### config.mk
export PLATFORM = sky130hd
export DESIGN_NAME = dip_config_ctrl
export DESIGN_NICKNAME = d
export VERILOG_FILES = /design/src/rtl/comspc_cfg_pkg.sv /design/src/rtl/sync_edge_det.sv /design/src/rtl/dip_config_ctrl.sv
export SDC_FILE = /design/constraint.sdc
export NUM_CORES = 1
export LEC_CHECK = 0
export ABC_AREA = 1
export CAP_MARGIN = 15
export CORE_MARGIN = 3
export CORE_UTILIZATION = 30
export CTS_CLUSTER_DIAMETER = 60
export DETAILED_ROUTE_END_ITERATION = 16
export SYNTH_ARGS = -nofsm -noshare
export SYNTH_HDL_FRONTEND = slang
export SYNTH_HIERARCHICAL = 1
export SYNTH_SLANG_ARGS = --single-unit
### constraint.sdc
create_clock -name clk_sys -period 4.2 [get_ports clk_sys]
set_input_delay 0.84 -clock clk_sys [delete_from_list [all_inputs] [get_ports clk_sys]]
set_output_delay 0.84 -clock clk_sys [all_outputs]
set_load 0.02 [all_outputs]
### src/rtl/comspc_cfg_pkg.sv
// Shared types and constants for the Computer Space DIP configuration path.
package comspc_cfg_pkg;

  typedef enum logic [1:0] {
    IDLE    = 2'd0,
    LOAD    = 2'd1,
    WAIT_VS = 2'd2
  } cfg_state_t;

  // ioctl index the HPS uses for DIP-switch downloads
  localparam int DIP_INDEX_DEFAULT = 254;

  // DIP bit positions inside byte 0 of dip_out
  localparam int SW_2PLAYPERCOIN = 0;
  localparam int SW_REPLAY       = 1;

endpackage

### src/rtl/sync_edge_det.sv
// Two-flop synchronizer for an asynchronous level, followed by a registered
// rising-edge pulse one clk cycle wide.
module sync_edge_det (
  input  logic clk_i,
  input  logic rst_i,
  input  logic d_i,
  output logic rise_o
);

  logic s1_q, s2_q, s3_q, rise_q;

  // Metastability chain, then edge detect on the settled copy.
  always_ff @(posedge clk_i) begin
    if (rst_i) begin
      s1_q   <= 1'b0;
      s2_q   <= 1'b0;
      s3_q   <= 1'b0;
      rise_q <= 1'b0;
    end else begin
      s1_q   <= d_i;
      s2_q   <= s1_q;
      s3_q   <= s2_q;
      rise_q <= s2_q & ~s3_q;
    end
  end

  assign rise_o = rise_q;

endmodule

### src/rtl/dip_config_ctrl.sv
// DIP-switch configuration sequencer: ioctl writes land in a shadow copy,
// which is committed to the game core atomically at the next vsync (or after
// a timeout), followed by a fixed-length core reset pulse.
module dip_config_ctrl
  import comspc_cfg_pkg::*;
#(
  parameter int NUM_BYTES  = 8,
  parameter int DIP_INDEX  = DIP_INDEX_DEFAULT,
  parameter int RESET_HOLD = 16,
  parameter int VS_TIMEOUT = 1048576
) (
  input  logic                   clk_sys,
  input  logic                   reset,
  input  logic                   ioctl_download,
  input  logic                   ioctl_wr,
  input  logic [26:0]            ioctl_addr,
  input  logic [7:0]             ioctl_dout,
  input  logic [15:0]            ioctl_index,
  input  logic                   vsync,
  output logic [NUM_BYTES*8-1:0] dip_out,
  output logic                   cfg_valid,
  output logic                   game_reset,
  output logic                   busy
);

  localparam int DIP_W  = NUM_BYTES * 8;
  localparam int HOLD_W = $clog2(RESET_HOLD + 1);
  localparam int TO_W   = $clog2(VS_TIMEOUT + 1);
  localparam logic [HOLD_W-1:0] HOLD_LOAD = HOLD_W'(RESET_HOLD);
  localparam logic [TO_W-1:0]   TO_LAST   = TO_W'(VS_TIMEOUT - 1);

  cfg_state_t        state_q;
  logic [DIP_W-1:0]  shadow_q;
  logic [DIP_W-1:0]  dip_q;
  logic              cfg_valid_q;
  logic [HOLD_W-1:0] hold_q, hold_d;
  logic [TO_W-1:0]   to_q;
  logic              dl_prev_q, dl_idx_q, dl_rise_q, dl_fall_q;
  logic              vs_rise;
  logic              idx_match, commit;

  assign idx_match = (ioctl_index == 16'(DIP_INDEX));

  // A rising dl_rise takes priority over vsync/timeout: the pending commit is dropped.
  assign commit = (state_q == WAIT_VS) && !dl_rise_q &&
                  (vs_rise || (to_q == TO_LAST));

  sync_edge_det u_vs_sync (
    .clk_i  (clk_sys),
    .rst_i  (reset),
    .d_i    (vsync),
    .rise_o (vs_rise)
  );

  // Shadow register file; out-of-range addresses match no byte and are dropped.
  always_ff @(posedge clk_sys) begin
    if (reset) begin
      shadow_q <= '0;
    end else if (ioctl_wr && idx_match) begin
      for (int n = 0; n < NUM_BYTES; n++) begin
        if (ioctl_addr == 27'(n)) shadow_q[n*8 +: 8] <= ioctl_dout;
      end
    end
  end

  // Download edge detection; the index is latched at the start of a download.
  // dl_prev_q resets high so a download already running at reset is never seen as starting.
  always_ff @(posedge clk_sys) begin
    if (reset) begin
      dl_prev_q <= 1'b1;
      dl_idx_q  <= 1'b0;
      dl_rise_q <= 1'b0;
      dl_fall_q <= 1'b0;
    end else begin
      dl_prev_q <= ioctl_download;
      if (ioctl_download && !dl_prev_q) dl_idx_q <= idx_match;
      dl_rise_q <= ioctl_download && !dl_prev_q && idx_match;
      dl_fall_q <= !ioctl_download && dl_prev_q && dl_idx_q;
    end
  end

  // Control FSM with the committed configuration and the vsync timeout counter.
  always_ff @(posedge clk_sys) begin
    if (reset) begin
      state_q     <= IDLE;
      dip_q       <= '0;
      cfg_valid_q <= 1'b0;
      to_q        <= '0;
    end else begin
      case (state_q)
        IDLE: begin
          if (dl_rise_q) state_q <= LOAD;
        end
        LOAD: begin
          if (dl_fall_q) begin
            if ((shadow_q != dip_q) || !cfg_valid_q) begin
              state_q <= WAIT_VS;
              to_q    <= '0;
            end else begin
              state_q <= IDLE;
            end
          end
        end
        WAIT_VS: begin
          to_q <= to_q + 1'b1;
          if (dl_rise_q) begin
            state_q <= LOAD;
          end else if (commit) begin
            state_q     <= IDLE;
            dip_q       <= shadow_q;
            cfg_valid_q <= 1'b1;
          end
        end
        default: state_q <= IDLE;
      endcase
    end
  end

  // Reset-hold countdown: reloaded on every commit, otherwise runs down to zero.
  always_comb begin
    hold_d = hold_q;
    if (commit)           hold_d = HOLD_LOAD;
    else if (hold_q != 0) hold_d = hold_q - 1'b1;
  end

  // Hold counter register.
  always_ff @(posedge clk_sys) begin
    if (reset) hold_q <= '0;
    else       hold_q <= hold_d;
  end

  assign dip_out    = dip_q;
  assign cfg_valid  = cfg_valid_q;
  assign game_reset = (hold_q != 0);
  assign busy       = (state_q != IDLE) || (hold_q != 0);

endmodule

# Word-level counts from Yosys, hierarchy flattened
# Cells that the tools add are included.
# totals
in_bits	56
regBits	165
wordCells	86
mem_bits_rw	0
latch_bits	0
romBits	0
n_memories	0
output_inout_bits	67
# op_classes
eq_ne	16
n_addsub	2
reduce_logical	32
div	0
bitwise	3
n_lt_le_gt_ge	0
mux	11
shifts	0
mul	0
# ops
cell	count
27-bit by 3-bit equality test with 1-bit output (second input constant)	4
64-bit inequality test	1
27-bit by 2-bit equality test with 1-bit output (second input constant)	2
21-bit two-way mux	2
21-bit case mux with 2 select lines	1
27-bit by 1-bit equality test with 1-bit output (second input constant)	1
27-bit zero test	1
21-bit by 1-bit adder with 21-bit output (second input constant)	1
21-bit by 20-bit equality test with 1-bit output (second input constant)	1
16-bit by 8-bit equality test with 1-bit output (second input constant)	1
2-bit AND reduction	8
2-bit two-way mux	5
5-bit two-way mux	2
3-bit AND reduction	3
1-bit logical AND	7
2-bit inequality test (second input constant)	3
2-bit case mux with 3 select lines	1
2-bit nonzero test	3
5-bit nonzero test	1
5-bit by 1-bit subtractor with 5-bit output (second input constant)	1
1-bit zero test	4
1-bit logical OR	3
3-bit inequality test (second input constant)	1
2-bit by 1-bit equality test with 1-bit output (second input constant)	1
other kinds (5)	6

# Logic depth before layout (Yosys ltp)
# Gate-level depths: netlist of the first run.
# logic_depth
ltp_word	6
mapped_depth	14
mapped_depth_nobuf	12

# Cells and area by module
# Netlist of the first run, hierarchy kept.
# by_module_without_submodules
mod	n_inst	cells_each	seq_area_each_um2	area_per_inst_um2
dip_config_ctrl	1	1053	3223.1	7410.9
sync_edge_det	1	12	80.1	115.1

# Least setup slack after synthesis of the first run
# No wires, ideal clock.
# synth_path
path_type	input-to-reg
startpoint	input port ioctl_index[8]
endpoint	register shadow_q[61]
arrival_time_ns	2.145
slack_ns	1.929
path_stages	10
required_ns	4.074
path_buffers	3
setup_time_ns	0.126
cell_sequence	nor2_1 > nand2_1 > nor4_1 > and2_1 > clkbuf_1 > buf_4 > nand2_1 > clkbuf_1 > o21ai_0 > a21oi_1
# synth_via
elab_chain_cells	3
# synth_rtl
element	line	text
start: declaration	dip_config_ctrl.sv:18	input logic [15:0] ioctl_index,
16-bit by 8-bit equality test with 1-bit output	dip_config_ctrl.sv:42	assign idx_match = (ioctl_index == 16'(DIP_INDEX));
1-bit logical AND	dip_config_ctrl.sv:59	end else if (ioctl_wr && idx_match) begin
2-bit AND reduction (no source line)	--	
end signal: indexed assignment	dip_config_ctrl.sv:61	if (ioctl_addr == 27'(n)) shadow_q[n*8 +: 8] <= ioctl_dout;
end: declaration	dip_config_ctrl.sv:33	logic [DIP_W-1:0] shadow_q;
# Every way passes these cells.
# A chain may end at the register's enable or synchronous reset.

# Final worst setup path of the first run
# layout_path
startpoint	register hold_q[0]
endpoint	output port busy
# layout_via
elab_chain_cells	2
# layout_rtl
element	line	text
start: declaration	dip_config_ctrl.sv:36	logic [HOLD_W-1:0] hold_q, hold_d;
start signal: assignment	dip_config_ctrl.sv:129	else hold_q <= hold_d;
5-bit nonzero test	dip_config_ctrl.sv:135	assign busy = (state_q != IDLE) || (hold_q != 0);
1-bit logical OR	dip_config_ctrl.sv:135	
end: declaration	dip_config_ctrl.sv:23	output logic busy
# Every way passes these cells.

==> metrics.txt, run 1 <==
# TYPE chip_impl_metric gauge
chip_impl_metric{name="io_buffers",unit=""} 122
chip_impl_metric{name="max_clock_freq",unit="GHz"} 0.333
chip_impl_metric{name="synth_cell_types",unit=""} 36
chip_impl_metric{name="slew_violations",unit=""} 0
chip_impl_metric{name="layout_worst_path_cycle_share",unit="%"} 71.6
chip_impl_metric{name="detail_route.drc_violations",unit=""} 0
chip_impl_info{name="crit-reg2reg-launch",value="to_q[0]"} 1
chip_impl_metric{name="setup_tns",unit="ps"} 0
chip_impl_metric{name="die_area",unit="sq mm"} 0.0270
chip_impl_metric{name="finish.net_count",unit=""} 1225
chip_impl_metric{name="worst-slew-pin-transition",unit="ps"} 829
chip_impl_metric{name="postRouteAntennaNets",unit=""} 0
chip_impl_metric{name="ys_ff_latch",unit=""} 165
chip_impl_metric{name="std_cell_rows",unit=""} 57
chip_impl_metric{name="number_of_antenna_violations_at_the_first_check_in_global_routing",unit=""} 0
chip_impl_metric{name="netlist.area_leader.share",unit="%"} 43.9
chip_impl_metric{name="fillers",unit=""} 2572
chip_impl_info{name="run_status",value="finished clean"} 1
chip_impl_metric{name="multi_input_area",unit="sq mm"} 0.00350
chip_impl_metric{name="power.share.switching",unit="%"} 25.6
chip_impl_info{name="root_buffer_cell",value="sky130_fd_sc_hd__clkbuf_16"} 1
chip_impl_metric{name="routed_via_density",unit=""} 4.74
chip_impl_metric{name="htreeDepth",unit=""} 4
chip_impl_metric{name="relSlewSlack",unit="%"} 44.7
chip_impl_info{name="cells_taking_the_most_area_after_synthesis",value="sky130_fd_sc_hd__dfxtp_1 44%, sky130_fd_sc_hd__a21oi_1 11%, sky130_fd_sc_hd__o21ai_0 9.0%, sky130_fd_sc_hd__nand2_1 8.7%, sky130_fd_sc_hd__inv_1 6.2%"} 1
chip_impl_metric{name="globalplace.congestion",unit=""} 0.831
chip_impl_metric{name="power_frac_clock",unit="%"} 44.5
chip_impl_metric{name="antenna_diode_count",unit=""} 0
chip_impl_metric{name="total_setup_violations_reported_at_the_end_of_the_flow",unit=""} 0
chip_impl_metric{name="synth_cells",unit=""} 1065
chip_impl_info{name="clock_tree_from_tritoncts",value="done"} 1
chip_impl_metric{name="p_int",unit="mW"} 2.52
chip_impl_metric{name="track_usage",unit="%"} 15.4
chip_impl_metric{name="post-cts-setup-buffer-count",unit=""} 0
chip_impl_metric{name="p_per_area",unit="mW/mm^2"} 355
chip_impl_metric{name="synth_fp_nets",unit=""} 1123
chip_impl_metric{name="synth.cell_area",unit="sq mm"} 0.00753
chip_impl_metric{name="max-clock-path-buffers",unit=""} 2
chip_impl_metric{name="final_layout_size_suffix_gt1_share",unit="%"} 4.92
chip_impl_metric{name="vdd_drop_max",unit="mV"} 0.253
chip_impl_info{name="cp-start-kind",value="register"} 1
chip_impl_info{name="synth_largest_area_cell",value="sky130_fd_sc_hd__dfxtp_1"} 1
chip_impl_metric{name="coreArea",unit="sq mm"} 0.0245
chip_impl_metric{name="net_load_switching_power",unit="uW"} 868
chip_impl_metric{name="total_number_of_vias",unit=""} 7135
chip_impl_metric{name="syn_area_per_cell",unit="sq um"} 7.07
chip_impl_info{name="timing.hold.worst.start",value="u_vs_sync/s3_q"} 1
chip_impl_metric{name="hold_violations",unit=""} 0
chip_impl_info{name="synth.most_common_cell",value="sky130_fd_sc_hd__nand2_1"} 1
chip_impl_metric{name="die_y",unit="um"} 164
chip_impl_metric{name="cp_data_arrival_time",unit="ps"} 2170
chip_impl_metric{name="drt_iter0_drc",unit=""} 500
chip_impl_metric{name="floorplan.die.width",unit="um"} 164
chip_impl_info{name="critical_path_class",value="reg -> out"} 1
chip_impl_info{name="reg2reg_to",value="hold_q[1]"} 1
chip_impl_metric{name="crit_fanout",unit=""} 5
chip_impl_metric{name="start_util",unit="%"} 30.8
chip_impl_metric{name="cts-hold-fix-buffers",unit=""} 0
chip_impl_info{name="holdPathEnd",value="u_vs_sync/rise_o"} 1
chip_impl_metric{name="first_pass_grt_wire_length",unit="mm"} 33.1
chip_impl_info{name="yosys_most_used_dff",value="sky130_fd_sc_hd__dfxtp_1"} 1
chip_impl_metric{name="fin_worst_skew",unit="ps"} 9.60
chip_impl_metric{name="place.detailed.instances",unit=""} 1472
chip_impl_metric{name="grt_remaining_overflow",unit=""} 0
chip_impl_metric{name="grt_max_degree",unit=""} 92
chip_impl_metric{name="static-leakage-power",unit="nW"} 3.47
chip_impl_metric{name="synthToLayoutAreaGrowth",unit="%"} 26.7
chip_impl_metric{name="hpwl_after_dpl",unit="mm"} 14.2
chip_impl_metric{name="cp_data_required_time",unit="ps"} 3360
chip_impl_info{name="synth.top_cells.by_count",value="175 x sky130_fd_sc_hd__nand2_1, 165 x sky130_fd_sc_hd__dfxtp_1, 159 x sky130_fd_sc_hd__a21oi_1"} 1
chip_impl_metric{name="number_of_global_route_vias_before_repair",unit=""} 6563
chip_impl_metric{name="clkTransAtPathRegs",unit="ps"} 60
chip_impl_metric{name="cts.repair.resized",unit=""} 0
chip_impl_metric{name="p_seq_share",unit="%"} 47.1
chip_impl_metric{name="count_of_flip_flops_with_a_built_in_enable_after_synthesis",unit=""} 0
chip_impl_metric{name="drt-pass1-iter-count",unit=""} 5
chip_impl_info{name="timing.hold.worst.class",value="reg -> reg"} 1
chip_impl_metric{name="rr_worst_depth",unit=""} 13
chip_impl_metric{name="synth_warnings",unit=""} 6
chip_impl_metric{name="setup.reg_to_reg.worst_slack",unit="ps"} 1200
chip_impl_metric{name="fin_cells",unit=""} 1504
chip_impl_metric{name="postSynth.asyncResetShare",unit="%"} 0
chip_impl_metric{name="maximum_capacitance_violations",unit=""} 0
chip_impl_metric{name="clock_insertion_delay_worst_skew",unit="ps"} 430
chip_impl_metric{name="drt-total-wl",unit="mm"} 20.5
chip_impl_metric{name="pre_cts_ws",unit="ps"} 1070
chip_impl_info{name="worst_setup_path_end_kind",value="output port"} 1
chip_impl_info{name="rsz0062_at_grt",value="no"} 1
chip_impl_metric{name="clock_sinks",unit=""} 165
chip_impl_metric{name="comb_power_share",unit="%"} 8.4
chip_impl_metric{name="post-route-min-period",unit="ps"} 3010
chip_impl_metric{name="holdPathStages",unit=""} 1
chip_impl_metric{name="setup_slack",unit="ps"} 1190
chip_impl_metric{name="number_of_buffers_inserted_during_clock_tree_synthesis",unit=""} 17
chip_impl_metric{name="layout.area.seq",unit="sq mm"} 0.00330
chip_impl_metric{name="wl_per_cell",unit="um"} 13.6
chip_impl_metric{name="yosysSeqAreaShare",unit="%"} 43.9
chip_impl_metric{name="ios",unit=""} 123
==> cell families after synthesis <==
logic type,synth area share [%]
DFF,43.9
AOI/OAI and AO/OA,20.4
xor gates and xnor gates,2.91
adders and majority gates,0.332
buffers and inverters,9.59
and+or+nand+nor,22.8
==> flip-flops by register name, indices dropped and copies added (netlist names) <==
register	flops
u_vs_sync/s2_q	1
hold_q	5
u_vs_sync/s1_q	1
u_vs_sync/s3_q	1
dip_out	64
cfg_valid	1
dl_rise_q	1
state_q	2
dl_prev_q	1
to_q	21
shadow_q	64
u_vs_sync/rise_o	1
dl_idx_q	1
dl_fall_q	1
==> cell type report <==
class	instances	area share [%]
Clock inverter	13	1.21
Clock buffer	19	4.75
Tap cell	324	4.25
Multi-Input combinational cell	725	36.7
Inverter	128	5.04
Timing Repair Buffer	130	13.4
Sequential cell	165	34.6
==> metal layers <==
| metal | share of wire (%) | GRT usage [%] |
|---|---|---|
| met3 | 6.3 | 3.49 |
| met2 | 45 | 24.6 |
| met5 | 0 | 0 |
| met1 | 47 | 20.6 |
| met4 | 1.7 | 5.34 |
==> layout by cell type (no fill, tap or decap), types with 4 or more instances in the layout <==
cell type	netlist	final
sky130_fd_sc_hd__buf_4	1	8
sky130_fd_sc_hd__dfxtp_1	165	165
sky130_fd_sc_hd__o21ai_0	135	135
sky130_fd_sc_hd__xor2_1	19	19
sky130_fd_sc_hd__nor4_1	8	8
sky130_fd_sc_hd__xnor2_1	6	6
sky130_fd_sc_hd__clkbuf_16	0	17
sky130_fd_sc_hd__nor3_1	11	11
sky130_fd_sc_hd__a21oi_1	159	159
sky130_fd_sc_hd__nor2_1	109	109
sky130_fd_sc_hd__nand2_1	175	175
sky130_fd_sc_hd__inv_1	125	125
sky130_fd_sc_hd__nand3_1	52	52
sky130_fd_sc_hd__inv_6	0	4
sky130_fd_sc_hd__nand4_1	20	20
sky130_fd_sc_hd__clkdlybuf4s50_1	0	122
sky130_fd_sc_hd__o21ai_1	4	4
==> power groups by stage <==
stage          clock, mW  sequential (mW)  combinational (mW)
6_report            1.51             1.60               0.285
3_5_place_dp           0             1.63               0.288
3_3_place_gp           0             1.63               0.286
5_1_grt             1.61             1.60               0.315
2_1_floorplan          0             1.63               0.151
4_1_cts             1.55             1.60               0.290
==> metrics by stage <==
step	utilization, %	cell area [sq um]	hold WS (ps)	power (mW)
after floorplan	-	7530	382	1.78
after global placement	36.7	8970	386	1.92
after detailed placement	36.7	8970	390	1.92
after CTS	39.0	9540	402	3.43
after global routing	39.0	9540	406	3.52
final	39.0	9540	398	3.39
==> worst max-delay path, stage by stage, from the launching register on <==
cell and delay (ps):
sky130_fd_sc_hd__dfxtp_1 310, sky130_fd_sc_hd__inv_1 100, sky130_fd_sc_hd__ha_1 190, sky130_fd_sc_hd__nand2_1 80, sky130_fd_sc_hd__nor2_1 300, sky130_fd_sc_hd__nand3_1 190, sky130_fd_sc_hd__clkdlybuf4s50_1 580
==> how the worst max path moves through the flow <==
stage / to / startpoint / slack [ps] / depth (start not counted)
2_1_floorplan: shadow_q[61] / ioctl_index[8] / 1930 / 10
3_3_place_gp: shadow_q[25] / ioctl_addr[15] / 1110 / 9
3_5_place_dp: shadow_q[27] / ioctl_addr[17] / 1070 / 7
4_1_cts: hold_q[1] / to_q[0] / 1140 / 13
5_1_grt: hold_q[1] / to_q[0] / 860 / 13
6_report: busy / hold_q[0] / 1190 / 6
No activity file was read; power rests on OpenSTA's default activity.
==> run 2, diff against run 1 <==
==> constraint.sdc (replaced) <==
create_clock -name clk_sys -period 3.1 [get_ports clk_sys]
set_input_delay 0.62 -clock clk_sys [delete_from_list [all_inputs] [get_ports clk_sys]]
set_output_delay 0.62 -clock clk_sys [all_outputs]
set_load 0.02 [all_outputs]
==> metrics.txt, run 2 (synthesis gave the netlist of run 1 again) <==
# TYPE chip_impl_metric gauge
chip_impl_metric{name="detail_route.drc_violations",unit=""} 0
chip_impl_metric{name="coreArea",unit="sq mm"} 0.0245
chip_impl_metric{name="total_number_of_vias",unit=""} 7065
chip_impl_metric{name="p_per_area",unit="mW/mm^2"} 481
chip_impl_metric{name="io_buffers",unit=""} 122
chip_impl_metric{name="track_usage",unit="%"} 15.2
chip_impl_metric{name="die_y",unit="um"} 164
chip_impl_metric{name="static-leakage-power",unit="nW"} 3.53
chip_impl_info{name="critical_path_class",value="reg -> out"} 1
chip_impl_metric{name="clkTransAtPathRegs",unit="ps"} 70
chip_impl_metric{name="max-clock-path-buffers",unit=""} 2
chip_impl_metric{name="cts-hold-fix-buffers",unit=""} 0
chip_impl_metric{name="comb_power_share",unit="%"} 8.3
chip_impl_info{name="root_buffer_cell",value="sky130_fd_sc_hd__clkbuf_16"} 1
chip_impl_metric{name="fillers",unit=""} 2569
chip_impl_metric{name="power_frac_clock",unit="%"} 45.1
chip_impl_metric{name="routed_via_density",unit=""} 4.68
chip_impl_metric{name="power.share.switching",unit="%"} 25.3
chip_impl_metric{name="post-route-min-period",unit="ps"} 2790
chip_impl_info{name="mostFrequentLayoutCells",value="175 x sky130_fd_sc_hd__nand2_1, 165 x sky130_fd_sc_hd__dfxtp_1, 159 x sky130_fd_sc_hd__a21oi_1, 135 x sky130_fd_sc_hd__o21ai_0, 125 x sky130_fd_sc_hd__inv_1"} 1
chip_impl_metric{name="first_pass_grt_wire_length",unit="mm"} 32.9
chip_impl_metric{name="setup_tns",unit="ps"} 0
chip_impl_metric{name="layout.core_utilization",unit="%"} 39.5
chip_impl_info{name="worst_setup_path_end_kind",value="output port"} 1
chip_impl_metric{name="relSlewSlack",unit="%"} 51.0
chip_impl_metric{name="drt-met1-wl",unit="mm"} 9.82
chip_impl_metric{name="pre_cts_ws",unit="ps"} 147
chip_impl_metric{name="hpwl_after_dpl",unit="mm"} 14.5
chip_impl_metric{name="number_of_buffers_inserted_during_clock_tree_synthesis",unit=""} 17
chip_impl_metric{name="floorplan.die.width",unit="um"} 164
chip_impl_metric{name="synthToLayoutAreaGrowth",unit="%"} 28.2
chip_impl_info{name="layout_commonest_cell",value="sky130_fd_sc_hd__nand2_1"} 1
chip_impl_metric{name="finish.net_count",unit=""} 1233
chip_impl_metric{name="std_cell_rows",unit=""} 57
chip_impl_metric{name="globalplace.congestion",unit=""} 0.861
chip_impl_metric{name="clock_insertion_delay_worst_skew",unit="ps"} 430
chip_impl_metric{name="rr_worst_depth",unit=""} 13
chip_impl_metric{name="slew_violations",unit=""} 0
chip_impl_metric{name="met2_wirelength",unit="mm"} 9.19
chip_impl_info{name="clock_tree_from_tritoncts",value="done"} 1
chip_impl_metric{name="post-cts-setup-buffer-count",unit=""} 0
chip_impl_metric{name="setup_slack",unit="ps"} 306
chip_impl_metric{name="ios",unit=""} 123
chip_impl_metric{name="crit_fanout",unit=""} 5
chip_impl_metric{name="maximum_capacitance_violations",unit=""} 0
chip_impl_metric{name="number_of_global_route_vias_before_repair",unit=""} 6409
chip_impl_metric{name="number_of_antenna_violations_at_the_first_check_in_global_routing",unit=""} 0
chip_impl_metric{name="cp_data_arrival_time",unit="ps"} 2170
chip_impl_metric{name="grt_remaining_overflow",unit=""} 0
chip_impl_metric{name="die_area",unit="sq mm"} 0.0270
chip_impl_metric{name="p_seq_share",unit="%"} 46.6
chip_impl_metric{name="drt-total-wl",unit="mm"} 20.5
chip_impl_metric{name="cts.repair.resized",unit=""} 0
chip_impl_metric{name="grt_max_degree",unit=""} 71
chip_impl_info{name="run_status",value="finished clean"} 1
chip_impl_metric{name="layout_worst_path_cycle_share",unit="%"} 90.1
chip_impl_metric{name="p_int",unit="mW"} 3.47
chip_impl_info{name="rsz0062_at_grt",value="no"} 1
chip_impl_info{name="cp-start-kind",value="register"} 1
chip_impl_metric{name="hold_violations",unit=""} 0
chip_impl_metric{name="wl_per_cell",unit="um"} 13.5
chip_impl_metric{name="postRouteAntennaNets",unit=""} 0
chip_impl_metric{name="start_util",unit="%"} 30.8
chip_impl_metric{name="max_clock_freq",unit="GHz"} 0.358
chip_impl_metric{name="worst-slew-pin-transition",unit="ps"} 734
chip_impl_metric{name="drt-pass1-iter-count",unit=""} 6
chip_impl_info{name="dr.max_layer_used",value="met4"} 1
chip_impl_metric{name="holdPathStages",unit=""} 1
chip_impl_metric{name="drt_iter0_drc",unit=""} 444
chip_impl_metric{name="htreeDepth",unit=""} 4
chip_impl_metric{name="met3_length",unit="mm"} 1.17
chip_impl_metric{name="final_layout_size_suffix_gt1_share",unit="%"} 5.48
chip_impl_metric{name="net_load_switching_power",unit="mW"} 1.18
chip_impl_metric{name="vdd_drop_max",unit="mV"} 0.362
chip_impl_metric{name="fin_worst_skew",unit="ps"} 13.9
chip_impl_metric{name="clock_sinks",unit=""} 165
chip_impl_info{name="timing.hold.worst.class",value="reg -> reg"} 1
chip_impl_metric{name="antenna_diode_count",unit=""} 0
chip_impl_metric{name="cp_data_required_time",unit="ps"} 2480
chip_impl_metric{name="total_setup_violations_reported_at_the_end_of_the_flow",unit=""} 0
==> run 2: cell count changes in the layout (fill, tap and decap cells not counted) <==
| cell | delta |
|---|---|
| sky130_fd_sc_hd__buf_4 | +5 |
| sky130_fd_sc_hd__buf_12 | +3 |
| sky130_fd_sc_hd__inv_6 | -2 |
| sky130_fd_sc_hd__bufinv_16 | +1 |
| sky130_fd_sc_hd__clkbuf_8 | -1 |
| sky130_fd_sc_hd__clkinv_2 | -1 |
| sky130_fd_sc_hd__clkinv_4 | +1 |
| sky130_fd_sc_hd__clkinv_8 | +1 |
| sky130_fd_sc_hd__clkinvlp_4 | +1 |
| sky130_fd_sc_hd__inv_8 | -1 |
==> run 2: critical path: stages, from the launching register on <==
cell,delay (ps)
sky130_fd_sc_hd__dfxtp_1,310
sky130_fd_sc_hd__inv_1,110
sky130_fd_sc_hd__ha_1,190
sky130_fd_sc_hd__nand2_1,80
sky130_fd_sc_hd__nor2_1,290
sky130_fd_sc_hd__nand3_1,190
sky130_fd_sc_hd__clkdlybuf4s50_1,580
==> run 2: stage by stage <==
step	hold slack [ps]	std cells	power [mW]	cell area [sq um]
finish	398	1511	4.64	9650
global route	404	1511	4.82	9650
CTS	403	1511	4.69	9650
detailed placement	394	1480	2.60	9070
global placement	385	1480	2.60	9070
floorplan	382	1065	2.41	7530
==> run 2: worst paths after layout <==
| path | from | slack, ps | end |
|---|---|---|---|
| max | hold_q[0] | 310 | busy |
| min | u_vs_sync/s3_q | 400 | u_vs_sync/rise_o |
| max reg2reg | to_q[0] | 540 | dip_out[36] |
| min reg2reg | u_vs_sync/s3_q | 400 | u_vs_sync/rise_o |
==> run 2: layer usage <==
layer	vias up	GRT usage, %
met5	-	0
met4	0	3.96
met3	19	3.56
met2	177	24.5
met1	3155	20.7
li1	3714	-
==> run 2: cell type report <==
class | count | area [sq um] | area share [%]
clock buffer | 18 | 439 | 4.55
clock inverter | 13 | 144 | 1.49
inverter | 128 | 480 | 4.98
multi-input combinational | 725 | 3500 | 36.3
sequential | 165 | 3300 | 34.2
tap | 324 | 405 | 4.20
timing repair buffer | 138 | 1380 | 14.3
==> run 2: power by group through the flow <==
stage          logic, mW  clock network (mW)  registers [mW]
5_1_grt            0.435                2.22            2.17
3_3_place_gp       0.384                   0            2.21
4_1_cts            0.392                2.13            2.16
6_report           0.386                2.10            2.16
3_5_place_dp       0.392                   0            2.21
2_1_floorplan      0.204                   0            2.21
==> run 3, diff against run 2 <==
--- a/config.mk
+++ b/config.mk
@@ -5,7 +5,6 @@
 export SDC_FILE = /design/constraint.sdc
 export NUM_CORES = 1
 export LEC_CHECK = 0
-export ABC_AREA = 1
 export CAP_MARGIN = 15
 export CORE_MARGIN = 3
 export CORE_UTILIZATION = 30
==> metrics.txt, run 3 <==
# TYPE chip_impl_metric gauge
chip_impl_info{name="yosys_most_used_dff",value="sky130_fd_sc_hd__dfxtp_1"} 1
chip_impl_metric{name="die_y",unit="um"} 160
chip_impl_metric{name="io_buffers",unit=""} 122
chip_impl_info{name="setup.worst_path.start",value="hold_q[0]"} 1
chip_impl_metric{name="die_area",unit="sq mm"} 0.0255
chip_impl_metric{name="coreArea",unit="sq mm"} 0.0229
chip_impl_metric{name="use_met2",unit="%"} 24.7
chip_impl_metric{name="postSynth.asyncResetShare",unit="%"} 0
chip_impl_metric{name="fin_worst_hold_slack",unit="ps"} 402
chip_impl_metric{name="track_usage",unit="%"} 16.1
chip_impl_metric{name="std_cell_rows",unit=""} 55
chip_impl_metric{name="layout_worst_path_cycle_share",unit="%"} 94.3
chip_impl_metric{name="wl_per_cell",unit="um"} 16.4
chip_impl_info{name="synth.top_cells.by_count",value="165 x sky130_fd_sc_hd__dfxtp_1, 161 x sky130_fd_sc_hd__nand2_1, 83 x sky130_fd_sc_hd__nor2_1"} 1
chip_impl_metric{name="number_of_global_route_vias_before_repair",unit=""} 5560
chip_impl_metric{name="drt_iter0_drc",unit=""} 418
chip_impl_metric{name="drt-total-wl",unit="mm"} 20.5
chip_impl_metric{name="cp_data_arrival_time",unit="ps"} 2300
chip_impl_metric{name="cts-hold-fix-buffers",unit=""} 0
chip_impl_metric{name="clock_sinks",unit=""} 165
chip_impl_metric{name="routed_via_density",unit=""} 4.75
chip_impl_metric{name="finish.net_count",unit=""} 988
chip_impl_info{name="synth.most_common_cell",value="sky130_fd_sc_hd__dfxtp_1"} 1
chip_impl_info{name="timing.hold.worst.start",value="u_vs_sync/s3_q"} 1
chip_impl_metric{name="slew_violations",unit=""} 0
chip_impl_info{name="timing.hold.worst.class",value="reg -> reg"} 1
chip_impl_metric{name="crit_fanout",unit=""} 4
chip_impl_metric{name="layout.core_utilization",unit="%"} 40.2
chip_impl_metric{name="final_layout_size_suffix_gt1_share",unit="%"} 6.91
chip_impl_metric{name="vdd_drop_max",unit="mV"} 0.309
chip_impl_metric{name="p_per_area",unit="mW/mm^2"} 514
chip_impl_metric{name="cp_data_required_time",unit="ps"} 2480
chip_impl_info{name="clock_tree_from_tritoncts",value="done"} 1
chip_impl_metric{name="ios",unit=""} 123
chip_impl_info{name="mostFrequentLayoutCells",value="165 x sky130_fd_sc_hd__dfxtp_1, 160 x sky130_fd_sc_hd__nand2_1, 121 x sky130_fd_sc_hd__clkdlybuf4s50_1, 82 x sky130_fd_sc_hd__nor2_1, 81 x sky130_fd_sc_hd__a21oi_1"} 1
chip_impl_metric{name="number_of_buffers_inserted_during_clock_tree_synthesis",unit=""} 17
chip_impl_metric{name="total_number_of_vias",unit=""} 5958
chip_impl_metric{name="floorplan.die.width",unit="um"} 160
chip_impl_metric{name="use_met1",unit="%"} 22.5
chip_impl_metric{name="synth_cell_types",unit=""} 51
chip_impl_metric{name="clock_insertion_delay_worst_skew",unit="ps"} 420
chip_impl_info{name="worstSetupEndpoint",value="busy"} 1
chip_impl_metric{name="post-cts-setup-buffer-count",unit=""} 0
chip_impl_metric{name="start_util",unit="%"} 30.9
chip_impl_metric{name="fin_worst_skew",unit="ps"} 12.0
chip_impl_metric{name="static-leakage-power",unit="nW"} 3.31
chip_impl_metric{name="max_clock_freq",unit="GHz"} 0.342
chip_impl_metric{name="postRouteAntennaNets",unit=""} 0
chip_impl_metric{name="fillers",unit=""} 2296
chip_impl_metric{name="syn_area_per_cell",unit="sq um"} 8.59
chip_impl_metric{name="ys_ff_latch",unit=""} 165
chip_impl_info{name="root_buffer_cell",value="sky130_fd_sc_hd__clkbuf_16"} 1
chip_impl_metric{name="post-route-min-period",unit="ps"} 2920
chip_impl_metric{name="grt_max_degree",unit=""} 99
chip_impl_metric{name="setup_tns",unit="ps"} 0
chip_impl_info{name="layout_commonest_cell",value="sky130_fd_sc_hd__dfxtp_1"} 1
chip_impl_metric{name="total_setup_violations_reported_at_the_end_of_the_flow",unit=""} 0
chip_impl_metric{name="synth_fp_nets",unit=""} 882
chip_impl_info{name="rsz0062_at_grt",value="no"} 1
chip_impl_metric{name="hold_violations",unit=""} 0
chip_impl_metric{name="synthToLayoutAreaGrowth",unit="%"} 30.3
chip_impl_metric{name="p_total",unit="mW"} 4.74
chip_impl_info{name="grt.busiest_layer",value="met2"} 1
chip_impl_info{name="reg2reg_to",value="to_q[3]"} 1
chip_impl_metric{name="max-clock-path-buffers",unit=""} 2
chip_impl_info{name="synth_largest_area_cell",value="sky130_fd_sc_hd__dfxtp_1"} 1
chip_impl_metric{name="clkTransAtPathRegs",unit="ps"} 60
chip_impl_metric{name="setup.reg_to_reg.worst_slack",unit="ps"} 500
chip_impl_info{name="crit-reg2reg-launch",value="shadow_q[5]"} 1
chip_impl_metric{name="count_of_flip_flops_with_a_built_in_enable_after_synthesis",unit=""} 0
chip_impl_metric{name="number_of_antenna_violations_at_the_first_check_in_global_routing",unit=""} 0
chip_impl_metric{name="drt-pass1-iter-count",unit=""} 4
chip_impl_metric{name="globalplace.congestion",unit=""} 0.844
chip_impl_info{name="run_status",value="finished clean"} 1
chip_impl_metric{name="first_pass_grt_wire_length",unit="mm"} 32.1
chip_impl_metric{name="rr_worst_depth",unit=""} 7
chip_impl_info{name="critical_path_class",value="reg -> out"} 1
chip_impl_metric{name="yosysSeqAreaShare",unit="%"} 46.7
chip_impl_metric{name="htreeDepth",unit=""} 4
chip_impl_metric{name="relSlewSlack",unit="%"} 46.8
chip_impl_metric{name="hpwl_after_dpl",unit="mm"} 14.1
chip_impl_metric{name="detail_route.drc_violations",unit=""} 0
chip_impl_metric{name="synth_cells",unit=""} 824
chip_impl_info{name="worst_setup_path_end_kind",value="output port"} 1
chip_impl_metric{name="synth.cell_area",unit="sq mm"} 0.00708
chip_impl_metric{name="maximum_capacitance_violations",unit=""} 0
chip_impl_info{name="cp-start-kind",value="register"} 1
chip_impl_info{name="cells_taking_the_most_area_after_synthesis",value="sky130_fd_sc_hd__dfxtp_1 47%, sky130_fd_sc_hd__nand2_1 8.5%, sky130_fd_sc_hd__mux2i_1 8.1%, sky130_fd_sc_hd__a21oi_1 5.7%, sky130_fd_sc_hd__nor2_1 4.4%"} 1
chip_impl_metric{name="netlist.area_leader.share",unit="%"} 46.7
chip_impl_metric{name="antenna_diode_count",unit=""} 0
chip_impl_metric{name="grt_remaining_overflow",unit=""} 0
chip_impl_metric{name="cts.repair.resized",unit=""} 0
chip_impl_metric{name="synth_warnings",unit=""} 6
chip_impl_metric{name="met3_usage_grt",unit="%"} 4.08
chip_impl_metric{name="worst-slew-pin-transition",unit="ps"} 797
run 3: cell types whose count changed after synthesis, moves of 10 or more:
cell	delta
sky130_fd_sc_hd__a21oi_1	-78
sky130_fd_sc_hd__inv_1	-107
sky130_fd_sc_hd__mux2i_1	+57
sky130_fd_sc_hd__nand2_1	-14
sky130_fd_sc_hd__nand2b_1	+14
sky130_fd_sc_hd__nand3_1	-41
sky130_fd_sc_hd__nor2_1	-26
sky130_fd_sc_hd__nor2b_1	+24
sky130_fd_sc_hd__nor4_1	+10
sky130_fd_sc_hd__o21ai_0	-132
sky130_fd_sc_hd__xnor2_1	+23
run 3: cells by family after synthesis:
group | count (synthesis) | share of synthesized area, %
XOR/XNOR | 51 | 6.31
buffers and inverters | 69 | 4.03
flip-flops | 165 | 46.7
multiplexers | 57 | 8.06
AND/OR/NAND/NOR | 360 | 23.4
AO/OA/AOI/OAI | 120 | 11.2
adder cells (fa/ha/maj) | 2 | 0.353
run 3: per-stage QoR:
step | instance area [sq um] | setup WS (ps) | instances
2_1_floorplan | 7080 | 869 | 824
3_3_place_gp | 8610 | 295 | 1224
3_5_place_dp | 8610 | 261 | 1224
4_1_cts | 9220 | 45.4 | 1253
5_1_grt | 9220 | 46.0 | 1253
6_report | 9220 | 177 | 1253
run 3: routing by layer:
| metal | part of all wire [%] | vias to the layer above |
|---|---|---|
| met3 | 6.1 | 13 |
| met4 | 0.99 | 0 |
| li1 | - | 3000 |
| met2 | 45 | 182 |
| met1 | 48 | 2763 |
| met5 | 0 | - |
run 3: worst max-delay path, cell delays in order, from the launching register on:
cell and delay, ps:
sky130_fd_sc_hd__dfxtp_1 310, sky130_fd_sc_hd__inv_1 80, sky130_fd_sc_hd__ha_1 180, sky130_fd_sc_hd__nand2_1 80, sky130_fd_sc_hd__nor2_2 180, sky130_fd_sc_hd__inv_1 130, sky130_fd_sc_hd__or3_1 360, sky130_fd_sc_hd__clkdlybuf4s50_1 560
run 3: power breakdown:
part / internal (mW) / switching [mW] / leakage, nW
sequential: 2.15 / 0.0168 / 1.33
clock: 1.34 / 0.868 / 0.281
combinational: 0.172 / 0.192 / 1.70
run 3: layout make-up:
cell class	instances	area, sq um	share of cell area, %
clock buffers	18	429	4.65
multi-input cells	590	3500	38.0
flip-flops and latches	165	3300	35.8
clock inverters	11	176	1.91
inverters	18	67.6	0.733
repair buffers	138	1350	14.7
well taps	313	392	4.25
run 3: worst min-delay path by stage:
| stage | to | slack [ps] | cells after the start |
|---|---|---|---|
| 2_1_floorplan | u_vs_sync/rise_o | 390 | 1 |
| 5_1_grt | u_vs_sync/rise_o | 410 | 1 |
| 3_5_place_dp | u_vs_sync/rise_o | 400 | 1 |
| 3_3_place_gp | u_vs_sync/rise_o | 390 | 1 |
| 4_1_cts | u_vs_sync/rise_o | 410 | 1 |
| 6_report | u_vs_sync/rise_o | 400 | 1 |
